[src/rtl/ternary_prng_sampler.sv]
// Ternary / raw coefficient sampler built on a 32-bit xorshift generator.
// One xorshift step per cycle; the generated coefficients are streamed over a
// valid/ready handshake with an index. In ternary mode the 2-bit pattern 11 is
// rejected and counted. A run ends with a one-cycle done pulse after the last
// coefficient has been accepted.
module ternary_prng_sampler #(
    parameter int          WIDTH    = 13,
    parameter int          N        = 757,
    parameter int          IDX_W    = 10,
    parameter logic [31:0] ZERO_SUB = 32'h2545F491
) (
    input  logic             clk,
    input  logic             rst,
    input  logic             start,
    input  logic [31:0]      seed,
    input  logic             mode,
    output logic             busy,
    output logic             coef_valid,
    input  logic             coef_ready,
    output logic [WIDTH-1:0] coef_data,
    output logic [IDX_W-1:0] coef_idx,
    output logic             done,
    output logic [15:0]      rej_cnt
);

    // The count is one bit wider than the index so that N itself is representable.
    localparam logic [IDX_W:0] N_C = (IDX_W + 1)'(N);

    typedef enum logic [1:0] {
        ST_IDLE = 2'd0,
        ST_RUN  = 2'd1,
        ST_DONE = 2'd2
    } fsm_t;

    fsm_t             fsm_r;
    logic [31:0]      state_r;
    logic [IDX_W:0]   count_r;
    logic             mode_r;

    logic [31:0]      next_state_s;
    logic [WIDTH-1:0] cand_value_s;
    logic             cand_reject_s;
    logic             adv_s;
    logic             finish_s;

    // xorshift32 step: shifts 13, 17, 5, all truncated to 32 bits.
    function automatic logic [31:0] xs_step(input logic [31:0] x);
        logic [31:0] t;
        t = x ^ (x << 5'd13);
        t = t ^ (t >> 5'd17);
        t = t ^ (t << 5'd5);
        return t;
    endfunction

    // Next generator state, candidate coefficient and handshake/advance decisions.
    always_comb begin
        next_state_s  = xs_step(state_r);
        cand_value_s  = {WIDTH{1'b0}};
        cand_reject_s = 1'b0;
        if (mode_r) begin
            cand_value_s = next_state_s[WIDTH-1:0];
        end else begin
            case (next_state_s[1:0])
                2'b00:   cand_value_s = {WIDTH{1'b0}};
                2'b01:   cand_value_s = {{(WIDTH-1){1'b0}}, 1'b1};
                2'b10:   cand_value_s = {WIDTH{1'b1}};
                default: cand_reject_s = 1'b1;
            endcase
        end
        adv_s    = (fsm_r == ST_RUN) && (!coef_valid || coef_ready) && (count_r < N_C);
        finish_s = (fsm_r == ST_RUN) && (!coef_valid || coef_ready) && (count_r == N_C);
    end

    // Control FSM with all outputs registered.
    always_ff @(posedge clk or posedge rst) begin
        if (rst) begin
            fsm_r      <= ST_IDLE;
            state_r    <= 32'd0;
            count_r    <= '0;
            mode_r     <= 1'b0;
            busy       <= 1'b0;
            coef_valid <= 1'b0;
            coef_data  <= '0;
            coef_idx   <= '0;
            done       <= 1'b0;
            rej_cnt    <= 16'd0;
        end else begin
            case (fsm_r)
                ST_IDLE: begin
                    done <= 1'b0;
                    if (start) begin
                        mode_r  <= mode;
                        state_r <= (seed == 32'd0) ? ZERO_SUB : seed;
                        count_r <= '0;
                        rej_cnt <= 16'd0;
                        busy    <= 1'b1;
                        fsm_r   <= ST_RUN;
                    end else begin
                        fsm_r <= ST_IDLE;
                    end
                end
                ST_RUN: begin
                    if (adv_s) begin
                        state_r <= next_state_s;
                        if (cand_reject_s) begin
                            coef_valid <= 1'b0;
                            if (rej_cnt != 16'hFFFF) begin
                                rej_cnt <= rej_cnt + 16'd1;
                            end else begin
                                rej_cnt <= rej_cnt;
                            end
                        end else begin
                            coef_valid <= 1'b1;
                            coef_data  <= cand_value_s;
                            coef_idx   <= count_r[IDX_W-1:0];
                            count_r    <= count_r + {{IDX_W{1'b0}}, 1'b1};
                        end
                    end else if (finish_s) begin
                        coef_valid <= 1'b0;
                        busy       <= 1'b0;
                        done       <= 1'b1;
                        fsm_r      <= ST_DONE;
                    end else begin
                        // Stalled by the consumer: everything holds.
                        fsm_r <= ST_RUN;
                    end
                end
                ST_DONE: begin
                    done  <= 1'b0;
                    fsm_r <= ST_IDLE;
                end
                default: begin
                    fsm_r      <= ST_IDLE;
                    busy       <= 1'b0;
                    coef_valid <= 1'b0;
                    done       <= 1'b0;
                end
            endcase
        end
    end

endmodule

[config.mk]
export PLATFORM = sky130hd
export DESIGN_NAME = ternary_prng_sampler
export DESIGN_NICKNAME = d
export VERILOG_FILES = /design/src/rtl/ternary_prng_sampler.sv
export SDC_FILE = /design/constraint.sdc
export NUM_CORES = 1
export LEC_CHECK = 0
export BUFFER_PORTS_ARGS = -buffer_cell sky130_fd_sc_hd__buf_2
export CORE_ASPECT_RATIO = 0.9
export CORE_MARGIN = 1.5
export CORE_UTILIZATION = 45
export DETAILED_ROUTE_END_ITERATION = 10
export PLACE_DENSITY = 0.66
export SYNTH_ARGS = -nofsm -noshare
export SYNTH_HDL_FRONTEND = slang
export SYNTH_SLANG_ARGS = --single-unit
[constraint.sdc]
create_clock -name clk -period 3 [get_ports clk]
set_input_delay 0.45 -clock clk [delete_from_list [all_inputs] [get_ports clk]]
set_output_delay 0.45 -clock clk [all_outputs]
set_load 0.02 [all_outputs]
==> summary.txt, run 1 <==
Hold Buf Count CTS: 0
Synth area leaders: dfrtp_1 (45%), xnor2_1 (7.5%), a21oi_1 (5.0%), xor2_1 (4.1%), o21ai_0 (3.9%)
total core area: 10800 um2
Worst-path clk slew: 0.07 ns
type of origin of the critical path: flop
Worst IR Drop VDD: 0.000892 V
Buf+Inv Stages, Crit Path: 0
Least-Margin Pin Slew: 0.864 ns
Post-Syn Area: 4930 um2
first-pass GRT wire length: 21.1 mm
ant diodes: 0
Worst slew margin: 42.4%
leading area contributor after synthesis: dfrtp_1
Final setup viols: 0
Crit Path Class: reg -> reg
Die Area: 11600 um2
Crit-path slowest cell: or4_1
Hold Vio Cnt, Final: 0
DP HPWL: 9.47 mm
Fin Setup TNS: 0 ns
Starting DRT DRC Count: 359
switching share of total power: 44.1%
Area growth syn-to-layout: 17.8%
most frequent cells in the layout: dfrtp_1 (88), buf_2 (78), a21oi_1 (49)
Synth async-reset ratio: 100%
DRT Pass-1 Iters: 6
Critical Path Fanout Max: 6
CP delay by family, top: simple AND/OR/NAND/NOR gates
commonest non-fill, non-tap cell in the layout: dfrtp_1
FMAX: 381 MHz
root buffer cell: clkbuf_16
Logic pwr share: 57.8%
vias: 4382
Clock power frac: 15.2%
crit-path cells: xnor2_1, xnor2_1, ha_1, nand4bb_1, nand2_1, o21ai_1, or4_1, a21oi_1
fin. max-slew vios: 0
Critical Path RT: 3.27 ns
power per cell area: 1410 nW/um2
Total GRT Usage: 23.4%
CP endpoint kind: flop
number of global-route vias before repair: 4122
Post-synth top flop: dfrtp_1
largest net degree at the start of global routing: 53
DRC: 0
Seq/Total Area, Yosys: 44.7%
GPL Wtd Cong: 0.895
Setup Fix Bufs, Post-CTS: 0
R2R depth: 8
Syn. warnings: 0
Die W: 113 um
Finished Core Util: 53.9%
Arr. time, crit path: 2.89 ns
Yosys top cell area share: 44.7%
RSZ-0062 raised after global routing: no
part of the power in registers: 27.0%
Buffers on Ports: 78
post_cts resized: 0
run status: finished, final reports clean
initial antenna violation count: 0
htree depth: 3
routed wire length: 13.1 mm
layout cell share with drive strength beyond 1: 20.8%
internal power: 4.57 mW
min Tclk post-route: 2.62 ns
Distinct cells, synth: 54
worst r2r dst: rej_cnt[3]
Crit path largest cell delay: 0.54 ns
Site Rows: 36
Hold Crit Class: in -> async
CP most frequent cell: xnor2_1
Vias/cell: 5.93
GR Overflow Total: 0
Sink Count: 88
CTS Buf Count: 9
Clock Path Buffers: 2
Reg-to-Reg Start: state_r[18]
drt wl/cell: 17.7 um
Nets: 643
static leakage: 2.58 nW
Initial Utilization: 45.8%
Switch Pwr: 3.60 mW
Syn Area/Cell: 9.33 um2
number of synthesized flops with an enable pin: 0
Post-Synthesis Cells: 528
Worst Skew: 0.00738 ns
Mapped Nets: 570
MaxCap Viol Count: 0
die extent in y: 102 um
#FFs+latches synth: 88
clock latency on the worst-skew pair: 0.34 ns
Tcrit/Tclk final: 87.4%
hold slack: 0.233 ns
IO Pins: 79
CTS tree: done
Final ANT Viol Nets: 0
R2R Setup Slk: 0.38 ns
[synth_stat cells, types with 5 or more instances]
master    number
inv_1         12
o31ai_1        7
a22oi_1        7
xnor2_1       42
xor2_1        23
or4_1          7
o41ai_1        6
nor4_1        10
a21o_1         6
a21oi_1       49
nand2_1       40
ha_1           5
dfrtp_1       88
nor2_1        46
nand4_1       12
o21ai_0       38
o22ai_1       15
clkbuf_1      22
mux2_2        10
nand3_1       16
[power by group through the flow]
stage / sequential, mW / combinational, mW / clock, mW
floorplan: 2.28 / 3.50 / 0
global placement: 2.19 / 4.61 / 0
detailed placement: 2.21 / 4.70 / 0
CTS: 2.19 / 4.75 / 1.26
global route: 2.26 / 5.28 / 1.30
finish: 2.20 / 4.72 / 1.24
[logic make-up (layout without fill, tap and decap cells)]
family	Yosys count	count (layout)	synth area share [%]
multiplexers	12	12	2.69
buffers and inverters	42	120	3.76
AO/OA/AOI/OAI	157	157	19.8
flip-flops	88	88	44.7
adder cells (fa/ha/maj)	5	5	1.27
AND/OR/NAND/NOR	159	159	16.3
XOR/XNOR	65	65	11.6
[sequential cells by signal (all words and copies together), names as in the netlist, 2 cells and up]
register and count:
coef_idx 10, fsm_r 2, state_r 32, count_r 11, coef_data 13, rej_cnt 16
[worst reg2reg max path, delay by kind of cell, from the launching register on]
family | cells | cell delay (ns)
and+or+nand+nor | 3 | 0.96
xor gates and xnor gates | 2 | 0.53
DFF | 1 | 0.43
AOI/OAI and AO/OA | 2 | 0.36
adders and majority gates | 1 | 0.28
[metal layers]
metal	GRT usage (%)	up-vias	part of all wire (%)
met5	0	-	0
met4	7.31	0	2.0
met3	4.03	22	7.0
met2	40.1	188	49
met1	30.5	2118	42
li1	-	2054	-
[cell type report]
| cell class | instances | area (um2) |
|---|---|---|
| clock buffers | 12 | 256 |
| clock inverters | 4 | 76.3 |
| fillers | 991 | 4960 |
| inverters | 12 | 46.3 |
| multi-input cells | 398 | 2550 |
| flip-flops and latches | 88 | 2200 |
| well taps | 133 | 166 |
| repair buffers | 92 | 508 |
[through the flow]
step | instance area [um2] | setup slack [ns] | instances | power (mW)
after CTS | 5800 | 0.392 | 739 | 8.21
after floorplan | 4930 | 0.271 | 528 | 5.77
after detailed placement | 5470 | 0.412 | 723 | 6.91
after global routing | 5800 | 0.0670 | 739 | 8.84
after global placement | 5470 | 0.501 | 723 | 6.80
final | 5800 | 0.379 | 739 | 8.17
[worst max-delay path by stage]
| stage | depth (start not counted) | slack, ns | end | from |
|---|---|---|---|---|
| 6_report | 8 | 0.38 | rej_cnt[3] | state_r[18] |
| 5_1_grt | 9 | 0.07 | rej_cnt[13] | state_r[18] |
| 4_1_cts | 8 | 0.39 | rej_cnt[3] | state_r[18] |
| 3_5_place_dp | 8 | 0.41 | rej_cnt[3] | state_r[18] |
| 3_3_place_gp | 8 | 0.50 | rej_cnt[3] | state_r[4] |
| 2_1_floorplan | 1 | 0.27 | busy | rst |
Power figures use the tool's default switching activity.
==> run 2, diff against run 1 <==
CTS_BUF_LIST = sky130_fd_sc_hd__clkbuf_2 sky130_fd_sc_hd__clkbuf_4 sky130_fd_sc_hd__clkbuf_8   (was default)
==> run 2 against run 1 <==
Effect of this change: register-to-register slack about the same; critical path depth is the same; clock-buffer cell count unchanged; clock skew grew 0.0063 ns; via count fell by 0.98%; critical path type unchanged; critical endpoint unchanged; largest cell class unchanged; largest power group unchanged; highest routed layer unchanged.
==> summary.txt, run 2 (synthesis gave the netlist of run 1 again) <==
run status: finished, final reports clean
root buffer cell: clkbuf_8
pre-CTS setup slack: 0.412 ns (unchanged)
CP endpoint kind: flop
Site Rows: 36 (unchanged)
ant diodes: 0 (unchanged)
crit-path cells: xnor2_1, xnor2_1, ha_1, nand4bb_1, nand2_1, o21ai_1, or4_1, a21oi_1
Regs by FF count: state_r x32, rej_cnt x16, coef_data x13
internal power: 4.31 mW (-5.6%)
post-place instance area: 5470 um2 (unchanged)
Vias/cell: 5.87 (-0.98%)
Logic pwr share: 59.9% (+2.1 points)
Starting DRT DRC Count: 360 (+0.28%)
CTS Buf Count: 9 (unchanged)
Crit Path Class: reg -> reg
layout cell share with drive strength beyond 1: 21.0% (+0.17 points)
largest net degree at the start of global routing: 53 (unchanged)
part of the power in registers: 27.9% (+0.9 points)
setup ws final: 0.376 ns (-0.00291 ns)
Critical Path RT: 3.31 ns (+0.04 ns)
Buf+Inv Stages, Crit Path: 0 (unchanged)
RSZ-0062 raised after global routing: no
Most flops, register: state_r
Arr. time, crit path: 2.93 ns (+0.04 ns)
htree depth: 3 (unchanged)
post_cts resized: 0 (unchanged)
CP delay by family, top: simple AND/OR/NAND/NOR gates
Clock Path Buffers: 2 (unchanged)
Switch Pwr: 3.55 mW (-1.3%)
Die W: 113 um (unchanged)
Critical Path Fanout Max: 6 (unchanged)
DRC: 0 (unchanged)
Final ANT Viol Nets: 0 (unchanged)
Least-Margin Pin Slew: 0.855 ns (-0.00837 ns)
Final setup viols: 0 (unchanged)
Fin Setup TNS: 0 ns (unchanged)
Hold Vio Cnt, Final: 0 (unchanged)
Hold Crit Class: in -> async
max FFs per register: 32 (unchanged)
Worst Skew: 0.0136 ns (+0.00625 ns)
DP HPWL: 9.47 mm (unchanged)
Sink Count: 88 (unchanged)
Worst slew margin: 43.0% (+0.56 points)
GPL Wtd Cong: 0.895 (unchanged)
MaxCap Viol Count: 0 (unchanged)
Finished Core Util: 53.0% (-0.91 points)
IO Pins: 79 (unchanged)
Hold Buf Count CTS: 0 (unchanged)
switching share of total power: 45.2% (+1.1 points)
GR Overflow Total: 0 (unchanged)
first-pass GRT wire length: 21.0 mm (-0.75%)
CTS tree: done
Worst IR Drop VDD: 0.000947 V (+6.2%)
commonest non-fill, non-tap cell in the layout: dfrtp_1
power per cell area: 1380 nW/um2 (-2.0%)
vias: 4339 (-0.98%)
Clock power frac: 12.2% (-3.0 points)
drt wl/cell: 17.6 um (-0.39%)
Nets: 643 (unchanged)
most frequent cells in the layout: dfrtp_1 (88), buf_2 (78), a21oi_1 (49)
routed wire length: 13.0 mm (-0.39%)
Area growth syn-to-layout: 15.8%
Crit-path slowest cell: or4_1
Crit path largest cell delay: 0.54 ns (about the same)
FMAX: 381 MHz (-0.11%)
Die Area: 11600 um2 (unchanged)
fin. max-slew vios: 0 (unchanged)
min Tclk post-route: 2.62 ns (+0.00291 ns)
Tcrit/Tclk final: 87.5% (+0.097 points)
number of global-route vias before repair: 4084 (-0.92%)
initial antenna violation count: 0 (unchanged)
type of origin of the critical path: flop
die extent in y: 102 um (unchanged)
Initial Utilization: 45.8% (unchanged)
Buffers on Ports: 78 (unchanged)
Setup Fix Bufs, Post-CTS: 0 (unchanged)
total core area: 10800 um2 (unchanged)
clock latency on the worst-skew pair: 0.37 ns (+0.03 ns)
Worst-path clk slew: 0.09 ns (+0.02 ns)
CP most frequent cell: xnor2_1
design area: 5710 um2 (-1.7%)
static leakage: 2.54 nW (-1.7%)
Total GRT Usage: 23.3% (-0.064 points)
DRT Pass-1 Iters: 4 (-2)
run 2: changes by cell type in the layout (fill, tap and decap cells not counted):
cell | before | now
clkbuf_16 | 9 | 0
clkbuf_1 | 1 | 0
clkbuf_4 | 0 | 1
clkbuf_8 | 2 | 11
run 2: power by group through the flow:
stage / clock network, mW / registers (mW) / logic, mW
2_1_floorplan: 0 / 2.28 / 3.50
3_3_place_gp: 0 / 2.19 / 4.61
3_5_place_dp: 0 / 2.21 / 4.70
4_1_cts: 0.984 / 2.19 / 4.73
5_1_grt: 1.02 / 2.26 / 5.26
6_report: 0.958 / 2.20 / 4.71
run 2: layer usage:
layer  vias to the layer above  track usage [%]  share of wire (%)
li1                       2055                -                  -
met2                       144             40.1                 50
met4                         0             6.63                1.5
met1                      2120             30.4                 44
met3                        20             4.33                5.0
met5                         -                0                  0
run 2: area by class of cell:
type	count	area (um2)
Timing Repair Buffer	92	508
Sequential cell	88	2200
Fill cell	995	5060
Tap cell	133	166
Clock inverter	4	76.3
Inverter	12	46.3
Multi-Input combinational cell	398	2550
Clock buffer	12	159
run 2: metrics by stage:
step	std cells	hold slack (ns)	power (mW)
detailed placement	723	0.480	6.91
floorplan	528	0.470	5.77
CTS	739	0.211	7.90
global placement	723	0.484	6.80
finish	739	0.190	7.87
global route	739	0.246	8.54
run 2: worst paths after layout:
| kind | from | endpoint | slack (ns) | cells after the start |
|---|---|---|---|---|
| max | state_r[18] | rej_cnt[3] | 0.38 | 8 |
| min | rst | state_r[27] | 0.19 | 2 |
| max reg2reg | state_r[18] | rej_cnt[3] | 0.38 | 8 |
| min reg2reg | done | done | 0.50 | 1 |
| max in group asynchronous | rst | count_r[9] | 2.13 | 3 |
| min in group clk | mode | mode_r | 0.30 | 3 |
==> run 3, diff against run 2 <==
BUFFER_PORTS_ARGS = -buffer_cell sky130_fd_sc_hd__buf_4   (was -buffer_cell sky130_fd_sc_hd__buf_2)
==> run 3 against run 2 <==
Effect of this change: power barely moved; worst setup slack got worse by 0.098 ns; global-route usage increased by 0.80 points; critical endpoint is now rej_cnt[10]; largest power group unchanged.
==> summary.txt, run 3 (synthesis gave the netlist of run 1 again) <==
Area growth syn-to-layout: 18.9%
max FFs per register: 32 (unchanged)
Clock Path Buffers: 2 (unchanged)
Critical Path Fanout Max: 9 (+3)
CTS tree: done
number of global-route vias before repair: 4310 (+5.5%)
Buffers on Ports: 78 (unchanged)
RSZ-0062 raised after global routing: no
largest net degree at the start of global routing: 53 (unchanged)
most frequent cells in the layout: buf_4 (91), dfrtp_1 (88), a21oi_1 (49)
grt met1 use: 31.4% (+1.0 points)
Site Rows: 36 (unchanged)
Critical Path RT: 3.30 ns (about the same)
GPL Wtd Cong: 0.927 (+3.5%)
Sink Count: 88 (unchanged)
layer with the highest usage: met2
vias: 4376 (+0.85%)
layout cell share with drive strength beyond 1: 21.0% (unchanged)
DRC: 0 (unchanged)
Die Area: 11600 um2 (unchanged)
M2 GR Usage: 41.5% (+1.4 points)
Worst-path clk slew: 0.09 ns (about the same)
Starting DRT DRC Count: 273 (-24%)
worst r2r dst: rej_cnt[10]
first-pass GRT wire length: 21.9 mm (+4.2%)
Worst Setup SP: state_r[18]
Clock power frac: 10.4% (-1.8 points)
switching share of total power: 45.5% (+0.30 points)
ant diodes: 0 (unchanged)
commonest non-fill, non-tap cell in the layout: buf_4
power per cell area: 1340 nW/um2 (-2.7%)
Hold Buf Count CTS: 0 (unchanged)
setup ws final: 0.278 ns (-0.0979 ns)
root buffer cell: clkbuf_8
Least-Margin Pin Slew: 0.894 ns (+0.0389 ns)
Crit Path Class: reg -> reg
Most flops, register: state_r
Final setup viols: 0 (unchanged)
Switch Pwr: 3.57 mW (+0.59%)
Regs by FF count: state_r x32, rej_cnt x16, coef_data x13
Reg-to-Reg Start: state_r[18]
Worst IR Drop VDD: 0.000739 V (-22%)
Worst Skew: 0.0139 ns (+0.000255 ns)
Die W: 113 um (unchanged)
initial antenna violation count: 0 (unchanged)
Tcrit/Tclk final: 90.7% (+3.3 points)
static leakage: 2.57 nW (+1.2%)
IO Pins: 79 (unchanged)
Logic pwr share: 61.6% (+1.7 points)
Nets: 643 (unchanged)
die extent in y: 102 um (unchanged)
internal power: 4.29 mW (-0.61%)
total core area: 10800 um2 (unchanged)
R2R depth: 8 (unchanged)
DRT Pass-1 Iters: 5 (+1)
pre-CTS setup slack: 0.299 ns (-0.113 ns)
type of origin of the critical path: flop
Arr. time, crit path: 3.02 ns (+0.09 ns)
Final ANT Viol Nets: 0 (unchanged)
GR Overflow Total: 0 (unchanged)
part of the power in registers: 28.0% (about the same)
CP endpoint kind: flop
Worst slew margin: 40.4% (-2.6 points)
min Tclk post-route: 2.72 ns (+0.0979 ns)
post_cts resized: 0 (unchanged)
htree depth: 3 (unchanged)
Fin Setup TNS: 0 ns (unchanged)
Hold Vio Cnt, Final: 0 (unchanged)
run status: finished, final reports clean
drt wl/cell: 18.0 um (+2.5%)
Hold Crit Class: in -> async
Setup Fix Bufs, Post-CTS: 0 (unchanged)
Vias/cell: 5.92 (+0.85%)
fin. max-slew vios: 0 (unchanged)
Initial Utilization: 45.8% (unchanged)
FMAX: 367 MHz (-3.6%)
DP HPWL: 9.63 mm (+1.6%)
routed wire length: 13.3 mm (+2.5%)
FILL cells: 1013 (+1.8%)
Total GRT Usage: 24.1% (+0.80 points)
MaxCap Viol Count: 0 (unchanged)
clock latency on the worst-skew pair: 0.37 ns (about the same)
CTS Buf Count: 9 (unchanged)
grt met3 use: 4.39% (+0.059 points)
R2R Setup Slk: 0.28 ns (-0.10 ns)
==> run 3: cell types whose count changed in the layout (fill, tap and decap cells not counted), sizes merged <==
cell | previous run | this run
clkbuf | 12 | 14
bufinv | 2 | 0
==> run 3: worst max-delay path by stage <==
stage / slack, ns / to
after floorplan: 0.27 / busy
final: 0.28 / rej_cnt[10]
after detailed placement: 0.30 / rej_cnt[10]
after global routing: 0.04 / rej_cnt[3]
after CTS: 0.28 / rej_cnt[10]
after global placement: 0.45 / rej_cnt[3]
==> run 3: power groups by stage <==
stage          registers, mW  clock network, mW  logic [mW]
6_report                2.20              0.819        4.84
5_1_grt                 2.26              0.880        5.39
4_1_cts                 2.19              0.835        4.84
3_5_place_dp            2.22                  0        4.82
3_3_place_gp            2.20                  0        4.72
2_1_floorplan           2.28                  0        3.50
==> run 3: stage by stage <==
step	hold slack (ns)	instance area (um2)	total power, mW	cells	utilization, %
3_5_place_dp	0.491	5670	7.04	723	52.6
2_1_floorplan	0.470	4930	5.77	528	-
4_1_cts	0.183	5860	7.87	739	54.4
6_report	0.154	5860	7.86	739	54.4
5_1_grt	0.206	5860	8.53	739	54.4
3_3_place_gp	0.488	5670	6.92	723	52.6
==> run 3: area by class of cell <==
class | instances | area (um2) | share of cell area (%)
Inverter | 12 | 46.3 | 0.790
Clock inverter | 2 | 12.5 | 0.214
Clock buffer | 14 | 180 | 3.08
Sequential cell | 88 | 2200 | 37.6
Multi-Input combinational cell | 398 | 2550 | 43.5
Tap cell | 133 | 166 | 2.84
Timing Repair Buffer | 92 | 703 | 12.0
==> run 3: metal layers <==
layer	part of all wire [%]	wire, um
met1	43	5800
met2	50	6660
met3	5.3	708
met4	1.3	170
met5	0	0
==> run 3: critical path: stages, from the launching register on <==
cell and delay, ns:
dfrtp_1 0.44, xnor2_1 0.18, xnor2_1 0.37, ha_1 0.29, nand4bb_1 0.18, nand2_1 0.20
o21ai_1 0.25, or4_1 0.57, a21oi_1 0.17
